--- config.mk ---
export PLATFORM = sky130hd
export DESIGN_NAME = nibble_stats_acc_flat
export DESIGN_NICKNAME = d
export VERILOG_FILES = /design/src/rtl/nibble_stats_acc_if.sv /design/src/rtl/nibble_stats_acc.sv /design/src/flat_wrapper.sv
export SDC_FILE = /design/constraint.sdc
export NUM_CORES = 1
export LEC_CHECK = 0
export CORE_MARGIN = 4
export CORE_UTILIZATION = 60
export DETAILED_ROUTE_END_ITERATION = 6
export PLACE_DENSITY = 0.85
export SYNTH_ARGS = -nofsm -noshare
export SYNTH_HDL_FRONTEND = slang
export SYNTH_SLANG_ARGS = --single-unit
--- constraint.sdc ---
create_clock -name i_clk -period 5.37 [get_ports i_clk]
set_input_delay 1.074 -clock i_clk [delete_from_list [all_inputs] [get_ports i_clk]]
set_output_delay 1.074 -clock i_clk [all_outputs]
set_load 0.005 [all_outputs]
--- src/rtl/nibble_stats_acc_if.sv ---
// rtl/nibble_stats_acc_if.sv - beat input and record output bundle for nibble_stats_acc
interface nibble_stats_acc_if #(
  parameter int CNT_W = 8
);
  logic               in_valid;
  logic               in_ready;
  logic [3:0]         in_nibble;
  logic               in_p;
  logic               in_d;
  logic               in_last;
  logic               out_valid;
  logic               out_ready;
  logic [CNT_W-1:0]   out_total;
  logic [CNT_W-1:0]   out_prime_cnt;
  logic [CNT_W-1:0]   out_div3_cnt;
  logic [CNT_W-1:0]   out_both_cnt;
  logic [CNT_W+3:0]   out_sum;
  logic               out_sat;
  logic               out_flag_err;

  // Producer of beats and consumer of records
  modport master (
    output in_valid, in_nibble, in_p, in_d, in_last, out_ready,
    input  in_ready, out_valid, out_total, out_prime_cnt, out_div3_cnt,
           out_both_cnt, out_sum, out_sat, out_flag_err
  );

  // The accumulator itself
  modport slave (
    input  in_valid, in_nibble, in_p, in_d, in_last, out_ready,
    output in_ready, out_valid, out_total, out_prime_cnt, out_div3_cnt,
           out_both_cnt, out_sum, out_sat, out_flag_err
  );
endinterface

--- src/rtl/nibble_stats_acc.sv ---
// rtl/nibble_stats_acc.sv - per-frame nibble statistics accumulator; optional flag checker under NIBBLE_STATS_CHECK_EN
module nibble_stats_acc #(
  parameter int CNT_W = 8
) (
  input  logic             i_clk,
  input  logic             i_rst_n,
  nibble_stats_acc_if.slave bus
);

  typedef enum logic {ST_ACC, ST_HOLD} state_t;

  localparam logic [CNT_W-1:0] ONE = {{(CNT_W-1){1'b0}}, 1'b1};

  state_t           r_state;
  logic             r_in_ready;
  logic             r_out_valid;

  logic [CNT_W-1:0] r_total;
  logic [CNT_W-1:0] r_prime;
  logic [CNT_W-1:0] r_div3;
  logic [CNT_W-1:0] r_both;
  logic [CNT_W+3:0] r_sum;
  logic             r_sat;

  logic [CNT_W-1:0] r_o_total;
  logic [CNT_W-1:0] r_o_prime;
  logic [CNT_W-1:0] r_o_div3;
  logic [CNT_W-1:0] r_o_both;
  logic [CNT_W+3:0] r_o_sum;
  logic             r_o_sat;

  logic             w_accept;
  logic             w_both_inc;
  logic [CNT_W-1:0] w_total_nx;
  logic [CNT_W-1:0] w_prime_nx;
  logic [CNT_W-1:0] w_div3_nx;
  logic [CNT_W-1:0] w_both_nx;
  logic [CNT_W+4:0] w_sum_wide;
  logic [CNT_W+3:0] w_sum_nx;
  logic             w_sat_nx;

  assign w_accept   = bus.in_valid & r_in_ready;
  assign w_both_inc = bus.in_p & bus.in_d;

  // Saturating next values of every accumulator, including the beat currently offered
  always_comb begin
    w_total_nx = (&r_total) ? r_total : r_total + ONE;
    w_prime_nx = (bus.in_p && !(&r_prime)) ? r_prime + ONE : r_prime;
    w_div3_nx  = (bus.in_d && !(&r_div3))  ? r_div3 + ONE  : r_div3;
    w_both_nx  = (w_both_inc && !(&r_both)) ? r_both + ONE : r_both;
    w_sum_wide = {1'b0, r_sum} + {{(CNT_W+1){1'b0}}, bus.in_nibble};
    w_sum_nx   = w_sum_wide[CNT_W+4] ? {(CNT_W+4){1'b1}} : w_sum_wide[CNT_W+3:0];
    w_sat_nx   = r_sat
               | (&r_total)
               | (bus.in_p & (&r_prime))
               | (bus.in_d & (&r_div3))
               | (w_both_inc & (&r_both))
               | w_sum_wide[CNT_W+4];
  end

`ifdef NIBBLE_STATS_CHECK_EN
  logic r_err;
  logic r_o_err;
  logic w_ref_p;
  logic w_ref_d;
  logic w_err_nx;

  // Reference prime and divisible-by-3 sets for a 4-bit value
  always_comb begin
    w_ref_p = 1'b0;
    w_ref_d = 1'b0;
    case (bus.in_nibble)
      4'd2, 4'd5, 4'd7, 4'd11, 4'd13: w_ref_p = 1'b1;
      4'd3:                           begin w_ref_p = 1'b1; w_ref_d = 1'b1; end
      4'd0, 4'd6, 4'd9, 4'd12, 4'd15: w_ref_d = 1'b1;
      default:                        ;
    endcase
    w_err_nx = r_err | (bus.in_p ^ w_ref_p) | (bus.in_d ^ w_ref_d);
  end

  assign bus.out_flag_err = r_o_err;
`else
  assign bus.out_flag_err = 1'b0;
`endif

  // Frame FSM: accumulate in ACC, present the record in HOLD until the consumer takes it
  always_ff @(posedge i_clk or negedge i_rst_n) begin
    if (!i_rst_n) begin
      r_state     <= ST_ACC;
      r_in_ready  <= 1'b1;
      r_out_valid <= 1'b0;
      r_total     <= '0;
      r_prime     <= '0;
      r_div3      <= '0;
      r_both      <= '0;
      r_sum       <= '0;
      r_sat       <= 1'b0;
      r_o_total   <= '0;
      r_o_prime   <= '0;
      r_o_div3    <= '0;
      r_o_both    <= '0;
      r_o_sum     <= '0;
      r_o_sat     <= 1'b0;
`ifdef NIBBLE_STATS_CHECK_EN
      r_err       <= 1'b0;
      r_o_err     <= 1'b0;
`endif
    end else begin
      case (r_state)
        ST_ACC: begin
          if (w_accept) begin
            if (bus.in_last) begin
              r_o_total   <= w_total_nx;
              r_o_prime   <= w_prime_nx;
              r_o_div3    <= w_div3_nx;
              r_o_both    <= w_both_nx;
              r_o_sum     <= w_sum_nx;
              r_o_sat     <= w_sat_nx;
              r_total     <= '0;
              r_prime     <= '0;
              r_div3      <= '0;
              r_both      <= '0;
              r_sum       <= '0;
              r_sat       <= 1'b0;
`ifdef NIBBLE_STATS_CHECK_EN
              r_o_err     <= w_err_nx;
              r_err       <= 1'b0;
`endif
              r_out_valid <= 1'b1;
              r_in_ready  <= 1'b0;
              r_state     <= ST_HOLD;
            end else begin
              r_total <= w_total_nx;
              r_prime <= w_prime_nx;
              r_div3  <= w_div3_nx;
              r_both  <= w_both_nx;
              r_sum   <= w_sum_nx;
              r_sat   <= w_sat_nx;
`ifdef NIBBLE_STATS_CHECK_EN
              r_err   <= w_err_nx;
`endif
            end
          end
        end
        ST_HOLD: begin
          if (bus.out_ready) begin
            r_out_valid <= 1'b0;
            r_in_ready  <= 1'b1;
            r_state     <= ST_ACC;
          end
        end
        default: begin
          r_state     <= ST_ACC;
          r_in_ready  <= 1'b1;
          r_out_valid <= 1'b0;
        end
      endcase
    end
  end

  assign bus.in_ready      = r_in_ready;
  assign bus.out_valid     = r_out_valid;
  assign bus.out_total     = r_o_total;
  assign bus.out_prime_cnt = r_o_prime;
  assign bus.out_div3_cnt  = r_o_div3;
  assign bus.out_both_cnt  = r_o_both;
  assign bus.out_sum       = r_o_sum;
  assign bus.out_sat       = r_o_sat;

endmodule

--- src/flat_wrapper.sv ---
// flat-port wrapper written by rule: the top's interface ports become plain ports
module nibble_stats_acc_flat 
#(
  parameter int CNT_W = 8
)
  (i_clk, i_rst_n, bus_in_valid, bus_in_nibble, bus_in_p, bus_in_d, bus_in_last, bus_out_ready, bus_in_ready, bus_out_valid, bus_out_total, bus_out_prime_cnt, bus_out_div3_cnt, bus_out_both_cnt, bus_out_sum, bus_out_sat, bus_out_flag_err);
  nibble_stats_acc_if #(.CNT_W(CNT_W)) bus_i ();
  input  logic i_clk;
  input  logic i_rst_n;
  input wire logic [$bits(bus_i.in_valid)-1:0] bus_in_valid;
  input wire logic [$bits(bus_i.in_nibble)-1:0] bus_in_nibble;
  input wire logic [$bits(bus_i.in_p)-1:0] bus_in_p;
  input wire logic [$bits(bus_i.in_d)-1:0] bus_in_d;
  input wire logic [$bits(bus_i.in_last)-1:0] bus_in_last;
  input wire logic [$bits(bus_i.out_ready)-1:0] bus_out_ready;
  output wire logic [$bits(bus_i.in_ready)-1:0] bus_in_ready;
  output wire logic [$bits(bus_i.out_valid)-1:0] bus_out_valid;
  output wire logic [$bits(bus_i.out_total)-1:0] bus_out_total;
  output wire logic [$bits(bus_i.out_prime_cnt)-1:0] bus_out_prime_cnt;
  output wire logic [$bits(bus_i.out_div3_cnt)-1:0] bus_out_div3_cnt;
  output wire logic [$bits(bus_i.out_both_cnt)-1:0] bus_out_both_cnt;
  output wire logic [$bits(bus_i.out_sum)-1:0] bus_out_sum;
  output wire logic [$bits(bus_i.out_sat)-1:0] bus_out_sat;
  output wire logic [$bits(bus_i.out_flag_err)-1:0] bus_out_flag_err;
  assign bus_i.in_valid = bus_in_valid;
  assign bus_i.in_nibble = bus_in_nibble;
  assign bus_i.in_p = bus_in_p;
  assign bus_i.in_d = bus_in_d;
  assign bus_i.in_last = bus_in_last;
  assign bus_i.out_ready = bus_out_ready;
  assign bus_in_ready = bus_i.in_ready;
  assign bus_out_valid = bus_i.out_valid;
  assign bus_out_total = bus_i.out_total;
  assign bus_out_prime_cnt = bus_i.out_prime_cnt;
  assign bus_out_div3_cnt = bus_i.out_div3_cnt;
  assign bus_out_both_cnt = bus_i.out_both_cnt;
  assign bus_out_sum = bus_i.out_sum;
  assign bus_out_sat = bus_i.out_sat;
  assign bus_out_flag_err = bus_i.out_flag_err;
  nibble_stats_acc #(.CNT_W(CNT_W)) u_core (.i_clk(i_clk), .i_rst_n(i_rst_n), .bus(bus_i));
endmodule
* Word level (Yosys, flattened, before mapping)
Index checks and enable logic that the tools add are counted.
Word-level totals: bits in registers 93, input port bits 11, logic and storage cells 70
Operators by class: reduce and logical (&&, ||, !) cells 13, eq/ne operators 3, multiplexer cells 23, add/sub/neg operators 5, bitwise operators 11
Operators by type and width (number):
- $mux W8 | 8
- $add A8 B1 Y8 const B | 4
- $reduce_and A8 Y1 | 4
- $mux W12 | 2
- $add A12 B4 Y13 | 1
- $mux W1 | 10
- $pmux W1 S2 | 3
- $reduce_and A3 Y1 | 2
- $and A1 B1 Y1 | 5
- $or A1 B1 Y1 | 5
- $ne A2 B2 Y1 const B | 2
- $logic_and A1 B1 Y1 | 3
- $logic_not A1 Y1 | 3
- $ne A2 B1 Y1 const B | 1
- $reduce_and A2 Y1 | 1
- $not A1 Y1 | 1

* Longest topological paths before layout
Gate-level depths: netlist of run 1.
depth after elaboration 7, gate-level depth with buffers 9, mapped depth without buffers 7

* Least setup slack after synthesis of run 1
OpenSTA, ideal clock, no wires.
kind input-to-reg, start point input bus_in_nibble[0], end point register u_core.r_sum[6], cell stages on the path 9, required time 5297 ps, arrival time 2623 ps, setup slack 2674 ps, path through ha_1 > fa_1 > nand3_1 > and2_1 > buf_6 > or3_4 > buf_6 > a31o_1 > a21oi_2
Between the ends: word-level cells in the longest chain between the ends 3
Ends and longest elaborated chain:
- start: declaration | line flat_wrapper.sv:11 | input wire logic [$bits(bus_i.in_nibble)-1:0] bus_in_nibble;
- $add A12 B4 Y13 | line nibble_stats_acc.sv:51 | w_sum_wide = {1'b0, r_sum} + {{(CNT_W+1){1'b0}}, bus.in_nibble};
- $mux W12 | line nibble_stats_acc.sv:52 | w_sum_nx = w_sum_wide[CNT_W+4] ? {(CNT_W+4){1'b1}} : w_sum_wide[CNT_W+3:0];
- $mux W12 | line nibble_stats_acc.sv:112 | if (bus.in_last) begin
- end signal: assignment | line nibble_stats_acc.sv:137 | r_sum <= w_sum_nx;
- end: declaration | line nibble_stats_acc.sv:22 | logic [CNT_W+3:0] r_sum;
Every way passes these cells. A chain may end at the register's enable or synchronous reset.

* Worst setup path in the final report of run 1
start point input bus_in_nibble[0], end point register u_core.r_o_sum[9], in the netlist u_core.bus.out_sum[9]
Between the ends: word-level cells in the longest chain between the ends 2
Ends and longest elaborated chain:
- $add A12 B4 Y13 | line nibble_stats_acc.sv:51
- $mux W12 | line nibble_stats_acc.sv:52
- end signal: assignment | line nibble_stats_acc.sv:117 | r_o_sum <= w_sum_nx;
- end: declaration | line nibble_stats_acc.sv:29 | logic [CNT_W+3:0] r_o_sum;
Every way passes these cells.

==> metrics, run 1 <==
Cell Rows 32; Post-Route WL 11.1 mm; Post-CTS Setup Repair Bufs 0; Sink Count 93; Leakage between 0.002 and 0.0025 uW; max-slew violations 0; Clock Pin Slew Worst Setup and Hold Paths 90 ps; Finished Cell Area roughly 0.0056 mm2; Post-Syn Area about 0.005 mm2; GR Overflow Total 0; Final WS setup 2340 ps; Area Growth Syn to Fin 14.4%; Req. time, crit path around 5600 ps; Starting Density 0.624; status completed; Root Driver clkbuf_8; EDFF count, synth 0; Synth area leaders dfrtp_1 47%, nand2_1 6.5%, o21ai_0 6.3%, o31ai_1 2.8%, nand3_1 2.5%; post-synth top area share 0.472; Worst-Margin Slew 707 ps; Worst Setup Start Kind input pin; DR pass1 iterations 5; final hold violation count 0; Avg Inst Size Synth approximately 9.3 um2; Clock Skew between 10 and 15 ps; Hold Path Class reg -> reg; placed instance area around 0.0054 mm2; Post-Synthesis Cells around 520; Seq/Total Area, Yosys 0.478; Post-synth top cells 92 x dfrtp_1, 84 x nand2_1, 61 x o21ai_0; global-route wire length before repair 18.7 mm; Worst slew margin 0.529; slowest cell on the critical path nor3_1; worst endpoint data arrival time roughly 3300 ps; Synth cell types between 60 and 70; vias per cell 6.08; Ant. Diodes 0; Hold Buf Count CTS 0; critical path fanouts, max 7; Setup WS pre-CTS 2030 ps; met3 wire len between 700 and 800 um; layout cells sized above 1 0.0658; IO Port Bufs 57; Critical Path Sink Type register; vias in the first global route a little under 4000; hpwl dp between 7 and 8 mm; Wirelength per Cell 16.7 um; vias ~4000; highest routed layer met4; ys flop type dfrtp_1; TNS Setup 0 ps; die area 0.00963 mm2; GR Util All Layers 0.233; H-tree levels 3; antenna-violating nets left 0; Syn. warnings 0; Die Wd 98.1 um; core region area around 0.0078 mm2; register bit total from synthesis 93; CTS Buffer Depth 2; initial antenna violation count 0; worst-skew pair later-pin latency between 300 and 400 ps; net count after synthesis roughly 540; I/O Pins a little under 60; GPL Wtd Cong 0.886; Final setup viols 0; Largest stage delay, worst path between 500 and 600 ps; CTS tree built; wl on met1 4.74 mm; Final min period between 3000 and 4000 ps; RSZ-0062 raised after global routing false; Synth area leader dfrtp_1; Nets 577; Async SR Flop Fraction 1.00; largest net degree at the start of global routing between 50 and 60; fin crit share 0.564; critical path type in -> reg; pwr/cell area between 300 and 400 mW/mm2; starting DRC count in detailed routing approximately 260; TritonCTS buffer count 9; Peak VDD IR 0.000233 V; DIE HEIGHT approximately 98 um; drt drc 0; met2 WL post-DR about 5.5 mm; fmax 0.330 GHz; Max Cap Viol 0; CTS-repair resized insts 0; most frequent cell after synthesis dfrtp_1; worst path cell trace clkdlybuf4s50_1 -> ha_1 -> fa_1 -> nand3_1 -> and2_1 -> nor3_1 -> nor4b_1 -> o31ai_1
[stage by stage]
step,std cells,total power (uW),utilization,hold slack (ps)
floorplan,524,1300,-,453
global placement,648,1530,0.689,461
detailed placement,648,1570,0.689,469
CTS,664,2040,0.714,483
global route,664,2160,0.714,498
finish,664,2030,0.714,481
[power breakdown]
part           switching [uW]  leakage (uW)  internal, uW
sequential                116       0.00125           833
combinational             314       0.00100           291
clock                     232      0.000101           241
total                     662       0.00235          1370
[cells in the final DEF (no fill, tap or decap), drive strengths merged, types with 4 or more instances in the layout]
cell type	synthesis	final
xnor2	10	10
clkdlybuf4s50	0	56
and2	4	4
ha	8	8
inv	7	7
clkbuf	27	14
nor2	32	32
o31ai	18	18
nand3	24	24
and3	8	8
a41oi	4	4
nor3	5	5
mux2i	7	7
o21ai	64	64
and4	6	6
a31oi	19	19
buf	15	8
a21oi	22	22
a21o	4	4
nand4	6	6
dfrtp	92	92
o21a	6	6
xor2	12	12
nand2	85	85
[path summary, 6_finish.rpt]
path	to	depth (start not counted)	slack [ps]	from
max	u_core.bus.out_sum[9]$_DFFE_PN0P_	8	2340	bus_in_nibble[0]
min	u_core.bus.out_both_cnt[1]$_DFFE_PN0P_	2	480	u_core.bus.out_both_cnt[1]$_DFFE_PN0P_
max reg2reg	u_core.bus.out_sum[9]$_DFFE_PN0P_	7	3140	u_core.r_sum[0]$_DFFE_PN0P_
min reg2reg	u_core.bus.out_both_cnt[1]$_DFFE_PN0P_	2	480	u_core.bus.out_both_cnt[1]$_DFFE_PN0P_
max in group asynchronous	u_core.r_sum[4]$_DFFE_PN0P_	2	3630	i_rst_n
min in group asynchronous	u_core.r_prime[0]$_DFFE_PN0P_	1	710	i_rst_n
[worst max-delay path, delay by kind of cell]
kind	cells	cell delay, ps
AO/OA/AOI/OAI	1	250
adder cells (fa/ha/maj)	2	430
buffers and inverters	1	460
AND/OR/NAND/NOR	4	1070
[metal layers]
metal	vias up	GRT usage
li1	1934	-
met5	-	0
met2	147	0.393
met3	16	0.0464
met4	0	0.0767
met1	1941	0.303
[cell families after synthesis]
family | after synthesis | synth area share
XOR/XNOR | 22 | 0.0395
adder cells (fa/ha/maj) | 9 | 0.0246
AND/OR/NAND/NOR | 186 | 0.181
flip-flops | 93 | 0.478
multiplexers | 7 | 0.0144
other | 1 | 0.000769
AO/OA/AOI/OAI | 157 | 0.206
buffers and inverters | 49 | 0.0560
[cell type report]
class                      count  area, um2
clock buffer                  14        163
clock inverter                 2       35.0
fill                         579       2230
inverter                       7       26.3
multi-input combinational    382       2280
sequential                    93       2330
tap                          102        128
timing repair buffer          64        621
No activity file was read; power rests on OpenSTA's default activity.
==> inputs of run 2 (changes only) <==
--- a/config.mk
+++ b/config.mk
@@ -6,9 +6,9 @@
 export NUM_CORES = 1
 export LEC_CHECK = 0
 export CORE_MARGIN = 4
-export CORE_UTILIZATION = 60
+export CORE_UTILIZATION = 56
 export DETAILED_ROUTE_END_ITERATION = 6
-export PLACE_DENSITY = 0.85
+export PLACE_DENSITY = 0.8
 export SYNTH_ARGS = -nofsm -noshare
 export SYNTH_HDL_FRONTEND = slang
 export SYNTH_SLANG_ARGS = --single-unit
==> constraint.sdc (replaced) <==
create_clock -name i_clk -period 2.95 [get_ports i_clk]
set_input_delay 0.59 -clock i_clk [delete_from_list [all_inputs] [get_ports i_clk]]
set_output_delay 0.59 -clock i_clk [all_outputs]
set_load 0.005 [all_outputs]
==> run 2 against run 1 <==
Compared with the run above:
- clock power increased by 110%
- core utilization decreased by 3.5 points
- sequential cell count unchanged
- non-clock buffer count increased by 4
- setup slack got worse by 2000 ps
- critical path depth unchanged
- sequential share of layout area decreased by 0.66 points
- largest cell class unchanged
==> metrics, run 2 (synthesis gave the netlist of run 1 again) <==
Worst slew margin 0.486; Ant. Diodes 0; max-slew violations 0; Peak VDD IR approximately 0.00045 V; GPL Wtd Cong ~0.93; fillers ~680; CTS Buffer Depth 2; largest net degree at the start of global routing between 50 and 60; layout cells sized above 1 0.0726; most frequent cells in the layout 92 x dfrtp_1, 83 x nand2_1, 61 x o21ai_0; Worst-Margin Slew about 770 ps; Final min period around 2600 ps; Critical R2R Launch u_core.r_sum[0]$_DFFE_PN0P_; worst endpoint data arrival time roughly 2800 ps; RSZ-0062 raised after global routing false; Die Wd 101 um; vias approximately 4100; vias in the first global route about 4000; total power between 3000 and 4000 uW; GR Util All Layers 0.222; critical path fanouts, max 7; I/O Pins 59; Critical Path Sink Type register; Nets about 580; initial antenna violation count 0; Leakage between 0.002 and 0.0025 uW; slowest cell on the critical path nor3_1; CTS-repair resized insts 0; CTS tree built; antenna-violating nets left 0; Hold Path Class in -> async; Largest stage delay, worst path 660 ps; drt drc 0; pwr/cell area slightly below 700 mW/mm2; status completed; starting DRC count in detailed routing around 230; critical path type in -> reg; Final setup viols 0; Max Cap Viol 0; vias per cell roughly 6; Wirelength per Cell between 15 and 20 um; die area slightly above 0.01 mm2; worst path cell trace clkdlybuf4s50_1 -> ha_1 -> fa_1 -> nand3_1 -> and2_1 -> nor3_1 -> nor4b_1 -> o31ai_1; TritonCTS buffer count 9; Clock Skew between 10 and 15 ps; global-route wire length before repair 18.4 mm; final hold violation count 0; Starting Density 0.584; H-tree levels 3; Req. time, crit path 3230 ps; Cell Rows 33; IO Port Bufs 57; worst-skew pair later-pin latency around 360 ps; Sink Count 93; Root Driver clkbuf_8; GR Overflow Total 0; Post-Route WL ~11 mm; TNS Setup 0 ps; leading cell type in the layout, fill and taps excluded dfrtp_1; r2r worst-path depth 7; fin crit share 0.869; hpwl dp 7.39 mm; DR pass1 iterations 4; core region area 0.00834 mm2; Worst R2R Setup Slack ~700 ps; Area Growth Syn to Fin 16.2%; Hold Buf Count CTS 0; Clock Pin Slew Worst Setup and Hold Paths roughly 90 ps; reg2reg end u_core.bus.out_sum[9]$_DFFE_PN0P_; Worst Setup Start Kind input pin; DIE HEIGHT roughly 100 um; fmax roughly 0.39 GHz; Post-CTS Setup Repair Bufs 0
[run 2: worst max-delay path: cells and delay by family]
family,cells,cell delay [ps]
compound gates,1,250
fa+ha+maj,2,430
buf+inv,1,460
simple gates,4,1100
[run 2: how the worst max path moves through the flow]
stage / depth (start not counted) / to / from / slack [ps]
after floorplan: 9 / u_core.r_sum[6]$_DFFE_PN0P_ / bus_in_nibble[0] / 740
after global placement: 8 / u_core.bus.out_sum[9]$_DFFE_PN0P_ / bus_in_nibble[0] / 130
after detailed placement: 8 / u_core.bus.out_sum[9]$_DFFE_PN0P_ / bus_in_nibble[0] / -5
after CTS: 8 / u_core.bus.out_sum[9]$_DFFE_PN0P_ / bus_in_nibble[0] / 400
after global routing: 8 / u_core.r_sum[3]$_DFFE_PN0P_ / bus_in_nibble[0] / 240
final: 8 / u_core.bus.out_sum[9]$_DFFE_PN0P_ / bus_in_nibble[0] / 390
[run 2: power by group]
group          internal, uW  switching [uW]  leakage [uW]
combinational           548             570       0.00103
clock                   559             432      0.000110
sequential             1520             215       0.00125
[run 2: per-layer routing]
metal / GRT usage / wire [um] / vias to the layer above
met5: 0 / 0 / -
met4: 0.0757 / 170 / 0
met3: 0.0496 / 571 / 18
met2: 0.370 / 5040 / 130
met1: 0.287 / 4730 / 1957
li1: - / - / 1945
[run 2: metrics by stage]
step,hold slack [ps],setup slack (ps),util,instance area [um2],cells
floorplan,294,738,-,4870,524
global placement,460,130,0.652,5440,655
detailed placement,471,-5.24,0.652,5440,655
CTS,219,395,0.679,5670,670
global route,234,238,0.679,5670,670
finish,195,388,0.679,5670,670
[run 2: final cells by class]
| type | instances | area, um2 | share of cell area |
|---|---|---|---|
| Clock inverter | 4 | 97.6 | 0.0172 |
| Tap cell | 105 | 131 | 0.0232 |
| Sequential cell | 93 | 2330 | 0.411 |
| Multi-Input combinational cell | 382 | 2280 | 0.402 |
| Timing Repair Buffer | 68 | 676 | 0.119 |
| Inverter | 7 | 26.3 | 0.00464 |
| Clock buffer | 11 | 131 | 0.0232 |
